--- config.mk ---
export PLATFORM = sky130hd
export DESIGN_NAME = fb_scan_ctrl
export DESIGN_NICKNAME = d
export VERILOG_FILES = /design/src/rtl/fb_pkg.sv /design/src/rtl/fb_scan_fifo.sv /design/src/rtl/fb_scan_ctrl.sv
export SDC_FILE = /design/constraint.sdc
export NUM_CORES = 1
export LEC_CHECK = 0
export ABC_CLOCK_PERIOD_IN_PS = 3220
export CORE_UTILIZATION = 40
export DETAILED_ROUTE_END_ITERATION = 8
export PLACE_DENSITY = 0.67
export SLEW_MARGIN = 20
export SYNTH_ARGS = -nofsm -noshare
export SYNTH_HDL_FRONTEND = slang
export SYNTH_HIERARCHICAL = 1
export SYNTH_SLANG_ARGS = --single-unit
--- constraint.sdc ---
create_clock -name clk -period 3.22 [get_ports clk]
set_input_delay 0.966 -clock clk [delete_from_list [all_inputs] [get_ports clk]]
set_output_delay 0.966 -clock clk [all_outputs]
set_load 0.02 [all_outputs]
--- src/rtl/fb_pkg.sv ---
// fb_pkg: shared geometry constants and FSM state encoding for the framebuffer scan controller
package fb_pkg;
  localparam int FB_XSIZE = 128;
  localparam int FB_YSIZE = 64;
  localparam int FB_DW = 8;
  localparam int FB_ADDR_DEPTH = FB_XSIZE * FB_YSIZE / 8;
  localparam int FB_AW = $clog2(FB_ADDR_DEPTH);
  localparam int FB_PAGES = FB_YSIZE / 8;
  localparam logic [1:0] ST_IDLE = 2'd0;
  localparam logic [1:0] ST_CLEAR = 2'd1;
  localparam logic [1:0] ST_SCAN = 2'd2;
  typedef enum logic [1:0] {IDLE = ST_IDLE, CLEAR = ST_CLEAR, SCAN = ST_SCAN} state_e;
endpackage

--- src/rtl/fb_scan_fifo.sv ---
// fb_scan_fifo: 2-entry output FIFO holding scanout bytes with their sol/last tags
module fb_scan_fifo #(
  parameter int W = 10
) (
  input  logic         clk,
  input  logic         resetn,
  input  logic         i_push,
  input  logic [W-1:0] i_data,
  input  logic         i_pop,
  output logic [W-1:0] o_data,
  output logic         o_valid,
  output logic [1:0]   o_count
);
  logic [W-1:0] r_mem [2];
  logic r_wp, r_rp;
  logic [1:0] r_cnt;
  always_ff @(posedge clk)
    if (i_push) r_mem[r_wp] <= i_data;
  always_ff @(posedge clk or negedge resetn)
    if (!resetn) begin
      r_wp <= 1'b0;
      r_rp <= 1'b0;
      r_cnt <= 2'd0;
    end else begin
      if (i_push) r_wp <= ~r_wp;
      if (i_pop) r_rp <= ~r_rp;
      r_cnt <= r_cnt + {1'b0, i_push} - {1'b0, i_pop};
    end
  assign o_data = r_mem[r_rp];
  assign o_valid = r_cnt != 2'd0;
  assign o_count = r_cnt;
endmodule

--- src/rtl/fb_scan_ctrl.sv ---
// fb_scan_ctrl: framebuffer write arbitration, clear engine and full-frame scanout byte stream
module fb_scan_ctrl
  import fb_pkg::*;
#(
  parameter int XSIZE = FB_XSIZE,
  parameter int YSIZE = FB_YSIZE,
  parameter int DATA_WIDTH = FB_DW,
  localparam int ADDR_DEPTH = XSIZE * YSIZE / 8,
  localparam int AW = $clog2(ADDR_DEPTH)
) (
  input  logic                  clk,
  input  logic                  resetn,
  input  logic                  start_frame,
  input  logic                  clear_req,
  input  logic [DATA_WIDTH-1:0] clear_pattern,
  output logic                  busy,
  output logic                  frame_done,
  input  logic                  cl_wr_valid,
  output logic                  cl_wr_ready,
  input  logic [AW-1:0]         cl_wr_addr,
  input  logic [DATA_WIDTH-1:0] cl_wr_data,
  output logic                  fb_cs,
  output logic                  fb_we,
  output logic [AW-1:0]         fb_wr_addr,
  output logic [AW-1:0]         fb_rd_addr,
  output logic [DATA_WIDTH-1:0] fb_in,
  input  logic [DATA_WIDTH-1:0] fb_out,
  output logic                  px_valid,
  input  logic                  px_ready,
  output logic [DATA_WIDTH-1:0] px_data,
  output logic                  px_sol,
  output logic                  px_last
);
  state_e r_state;
  logic r_cs, r_clr_pend, r_start_pend, r_inf, r_inf_sol, r_inf_last, r_rd_done;
  logic [AW-1:0] r_clr_addr, r_rd_addr;
  logic [DATA_WIDTH-1:0] r_pattern, r_pend_pat;
  logic w_clr, w_start, w_issue, w_pop, w_cl_acc, w_clr_last, w_sol, w_last;
  logic [DATA_WIDTH-1:0] w_pat;
  logic [1:0] w_cnt;
  logic [DATA_WIDTH+1:0] w_head;
  assign w_clr = clear_req | r_clr_pend;
  assign w_start = start_frame | r_start_pend;
  assign w_pat = r_clr_pend ? r_pend_pat : clear_pattern;
  assign w_clr_last = r_clr_addr == AW'(ADDR_DEPTH - 1);
  assign w_sol = (int'(r_rd_addr) % XSIZE) == 0;
  assign w_last = r_rd_addr == AW'(ADDR_DEPTH - 1);
  assign w_pop = px_valid & px_ready;
  // the byte leaving this cycle frees its slot, which keeps reads flowing at one per clock
  assign w_issue = r_state == SCAN && !r_rd_done &&
                   ({1'b0, w_cnt} - {2'b0, w_pop} + {2'b0, r_inf}) < 3'd2;
  assign busy = r_state != IDLE;
  assign cl_wr_ready = r_cs && r_state != CLEAR;
  assign w_cl_acc = cl_wr_valid & cl_wr_ready;
  assign fb_cs = r_cs;
  assign fb_we = r_state == CLEAR || w_cl_acc;
  assign fb_wr_addr = r_state == CLEAR ? r_clr_addr : cl_wr_addr;
  assign fb_in = r_state == CLEAR ? r_pattern : cl_wr_data;
  assign fb_rd_addr = r_rd_addr;
  assign frame_done = w_pop & px_last;
  assign {px_data, px_sol, px_last} = w_head;
  always_ff @(posedge clk or negedge resetn)
    if (!resetn) begin
      r_state <= IDLE;
      r_cs <= 1'b0;
      r_clr_pend <= 1'b0;
      r_start_pend <= 1'b0;
      r_inf <= 1'b0;
      r_inf_sol <= 1'b0;
      r_inf_last <= 1'b0;
      r_rd_done <= 1'b0;
      r_clr_addr <= '0;
      r_rd_addr <= '0;
      r_pattern <= '0;
      r_pend_pat <= '0;
    end else begin
      r_cs <= 1'b1;
      r_inf <= w_issue;
      if (w_issue) begin
        r_rd_addr <= r_rd_addr + 1'b1;
        r_rd_done <= w_last;
        r_inf_sol <= w_sol;
        r_inf_last <= w_last;
      end
      if (clear_req && !r_clr_pend) r_pend_pat <= clear_pattern;
      r_clr_pend <= w_clr;
      r_start_pend <= w_start;
      case (r_state)
        IDLE:
          if (w_clr) begin
            r_state <= CLEAR;
            r_clr_pend <= 1'b0;
            r_pattern <= w_pat;
            r_clr_addr <= '0;
          end else if (w_start) begin
            r_state <= SCAN;
            r_start_pend <= 1'b0;
            r_rd_done <= 1'b0;
          end
        CLEAR: begin
          r_clr_addr <= r_clr_addr + 1'b1;
          if (w_clr_last) r_state <= IDLE;
        end
        SCAN: if (frame_done) r_state <= IDLE;
        default: r_state <= IDLE;
      endcase
    end
  fb_scan_fifo #(.W(DATA_WIDTH + 2)) u_fifo (
    .clk(clk),
    .resetn(resetn),
    .i_push(r_inf),
    .i_data({fb_out, r_inf_sol, r_inf_last}),
    .i_pop(w_pop),
    .o_data(w_head),
    .o_valid(px_valid),
    .o_count(w_cnt)
  );
endmodule

==> metrics.txt <==
Pwr Density=782 nW/um^2; Post-Syn Area=3290 sq um; max_slew headroom=0.376; status=finished clean; CTS root buf=clkbuf_8; IO Count=84; Die X=92.6 um; Highest Clock Rate=319 MHz; top-count cell post-synth=nand2_1; Total Neg Setup Slack=0 ns; Num CTS Buffers=9; Place WS=0.0166 ns; ys flop type=dfrtp_1; fin. max-slew vios=0; Slew @ Worst Pin=0.934 ns; Top Metal Used=met4; final-stage net count=430; Vias=2398; Wirelength per Cell=13.5 um; Tot GR Track Use=0.169; area added between synthesis and finish=33.7%; placed cell area=4220 sq um; Worst Path Arrival=2.16 ns; Worst EP required=2.25 ns; FF+latch count, synth=69; EDFF count, synth=20; post-synthesis async set-or-reset flop share=0.710; RSZ-0062 raised after global routing=false; synth warn=6; grt ovf=0; Cells after Synth=295; Hold Vio Cnt, Final=0; M1 WL=3010 um; Worst setup EP type=primary output; CP Max Fanout=1; library cells used by synthesis=46; vias per cell=4.88; Min Clock Period, post-route=3.13 ns; DR DRC count=0; Rows=32; net count after synthesis=341; Skew-Pair Late Insertion Delay=0.33 ns; hpwl dp=4650 um; WL final=6650 um; Ant. Diodes=0; vias in the first global route=2486; CTS clk-pin slew, worst paths=0.07 ns; Core ar.=7850 sq um; Setup Skew=0.00746 ns; routability congestion estimate=0.723; WL met3=211 um; Clock Tree Buf Depth=2; Synth top cells by count=75 x nand2_1, 49 x dfrtp_1, 22 x o21ai_0; pin count of the biggest net entering global routing=50; Pleak=1.96 nW; Finished Cell Area=4390 sq um; final worst path period share=0.972; setup ws final=0.0891 ns; Area contributors post-synth=dfrtp_1 37%, edfxtp_1 18%, nand2_1 8.6%; Post-CTS Setup Inserts=0; antenna-violating nets left=0; Final Non-Filler Cells=491; die height=92.6 um; Hold WS=0.475 ns; die area=8580 sq um; CTS sink count=69; input/output buffers=83; DRT iter0 DRCs=68; first-pass GRT wire length=11400 um; Max rail drop VDD=312 uV; CTS tree=yes; startpoint types=input port; Hold Buf Count CTS=0; Yosys top cell area share=0.373; register area share after synthesis=0.556; Initial Util=0.419; Tightest Hold Check Type=reg2reg; post-synth top area cell=dfrtp_1; drt first pass iters=4; Post-Place Cells=475; Max-Cap Viols=0; critical path class=in2out; Syn Area/Cell=11.1 sq um; layout cells sized above 1=0.131; met2 routed WL=3300 um; initial antenna violation count=0; CTS H-tree lvls=3; Finish-stage setup viols=0
[power breakdown]
| part | internal [mW] | total [mW] | switching, mW |
|---|---|---|---|
| clock | 0.298 | 0.607 | 0.308 |
| combinational | 0.775 | 1.56 | 0.781 |
| sequential | 1.08 | 1.27 | 0.192 |
| total | 2.16 | 3.44 | 1.28 |
[state kept, by name (all words and copies together), names as in the netlist, 2 cells and up]
register	count
fb_rd_addr	10
r_clr_addr	10
r_pattern	8
r_pend_pat	8
r_state	2
u_fifo/o_count	2
u_fifo/r_mem	20
[critical path, cell delays in order]
cell	delay (ns)
clkdlybuf4s50_1	0.48
nand2_1	0.06
nand2_1	0.07
clkdlybuf4s50_1	0.60
[routing by layer]
metal  global-route usage  vias up
li1                     -     1188
met1                0.207     1146
met2                0.291       52
met3               0.0296       12
met4               0.0744        0
met5                    0        -
[worst paths after layout]
path	start	end	slack, ns	cells past startpoint
setup / recovery	cl_wr_data[0]	fb_in[0]	0.09	4
hold / removal	r_inf_sol	u_fifo/r_mem[1][1]	0.48	0
setup reg to reg	u_fifo/o_count[1]	fb_rd_addr[2]	0.77	10
hold reg to reg	r_inf_sol	u_fifo/r_mem[1][1]	0.48	0
max in group asynchronous	resetn	u_fifo/o_count[1]	2.07	2
min in group asynchronous	resetn	r_clr_addr[5]	0.73	2
[repair_timing]
item,4_1_cts,5_1_grt
hold endpoints to repair,0,0
setup endpoints to repair,0,1
resized for setup,0,1
[kinds of logic (layout without fill, tap and decap cells)]
group | count (synthesis) | in the layout | share of synthesized area
buf+inv | 22 | 116 | 0.0320
fa+ha+maj | 6 | 6 | 0.0251
flops | 69 | 69 | 0.556
other cells | 1 | 1 | 0.00114
compound gates | 33 | 33 | 0.0567
xor+xnor | 14 | 14 | 0.0442
mux | 27 | 27 | 0.0994
simple gates | 123 | 123 | 0.185
[layout by cell type, fill, tap and decap left out, drive strengths merged, types with 2 or more instances in the layout]
master	instances
mux2	18
xor2	7
mux2i	9
nand2b	2
nor3	2
nor2b	2
o21ai	23
nand2	77
clkbuf	12
dfrtp	49
a21oi	2
edfxtp	20
buf	7
o31ai	3
and2	3
and3	2
and4	2
nor2	11
nand3	8
ha	5
xnor2	6
nor4	3
clkdlybuf4s50	81
inv	11
nand4	8
clkinvlp	2
clkinv	2
[per-stage QoR]
stage / util / power (mW)
after CTS: 0.559 / 3.49
after global placement: 0.538 / 2.83
after floorplan: - / 2.24
final: 0.560 / 3.44
after global routing: 0.560 / 3.67
after detailed placement: 0.538 / 2.87
[area by class of cell]
| type | count | area [sq um] |
|---|---|---|
| clock buffer | 12 | 145 |
| clock inverter | 4 | 25.0 |
| fill | 709 | 3450 |
| inverter | 11 | 41.3 |
| multi-input combinational | 204 | 1350 |
| sequential | 69 | 1830 |
| tap | 102 | 128 |
| timing repair buffer | 89 | 873 |
Note: power is estimated with default switching activity, not from simulation.
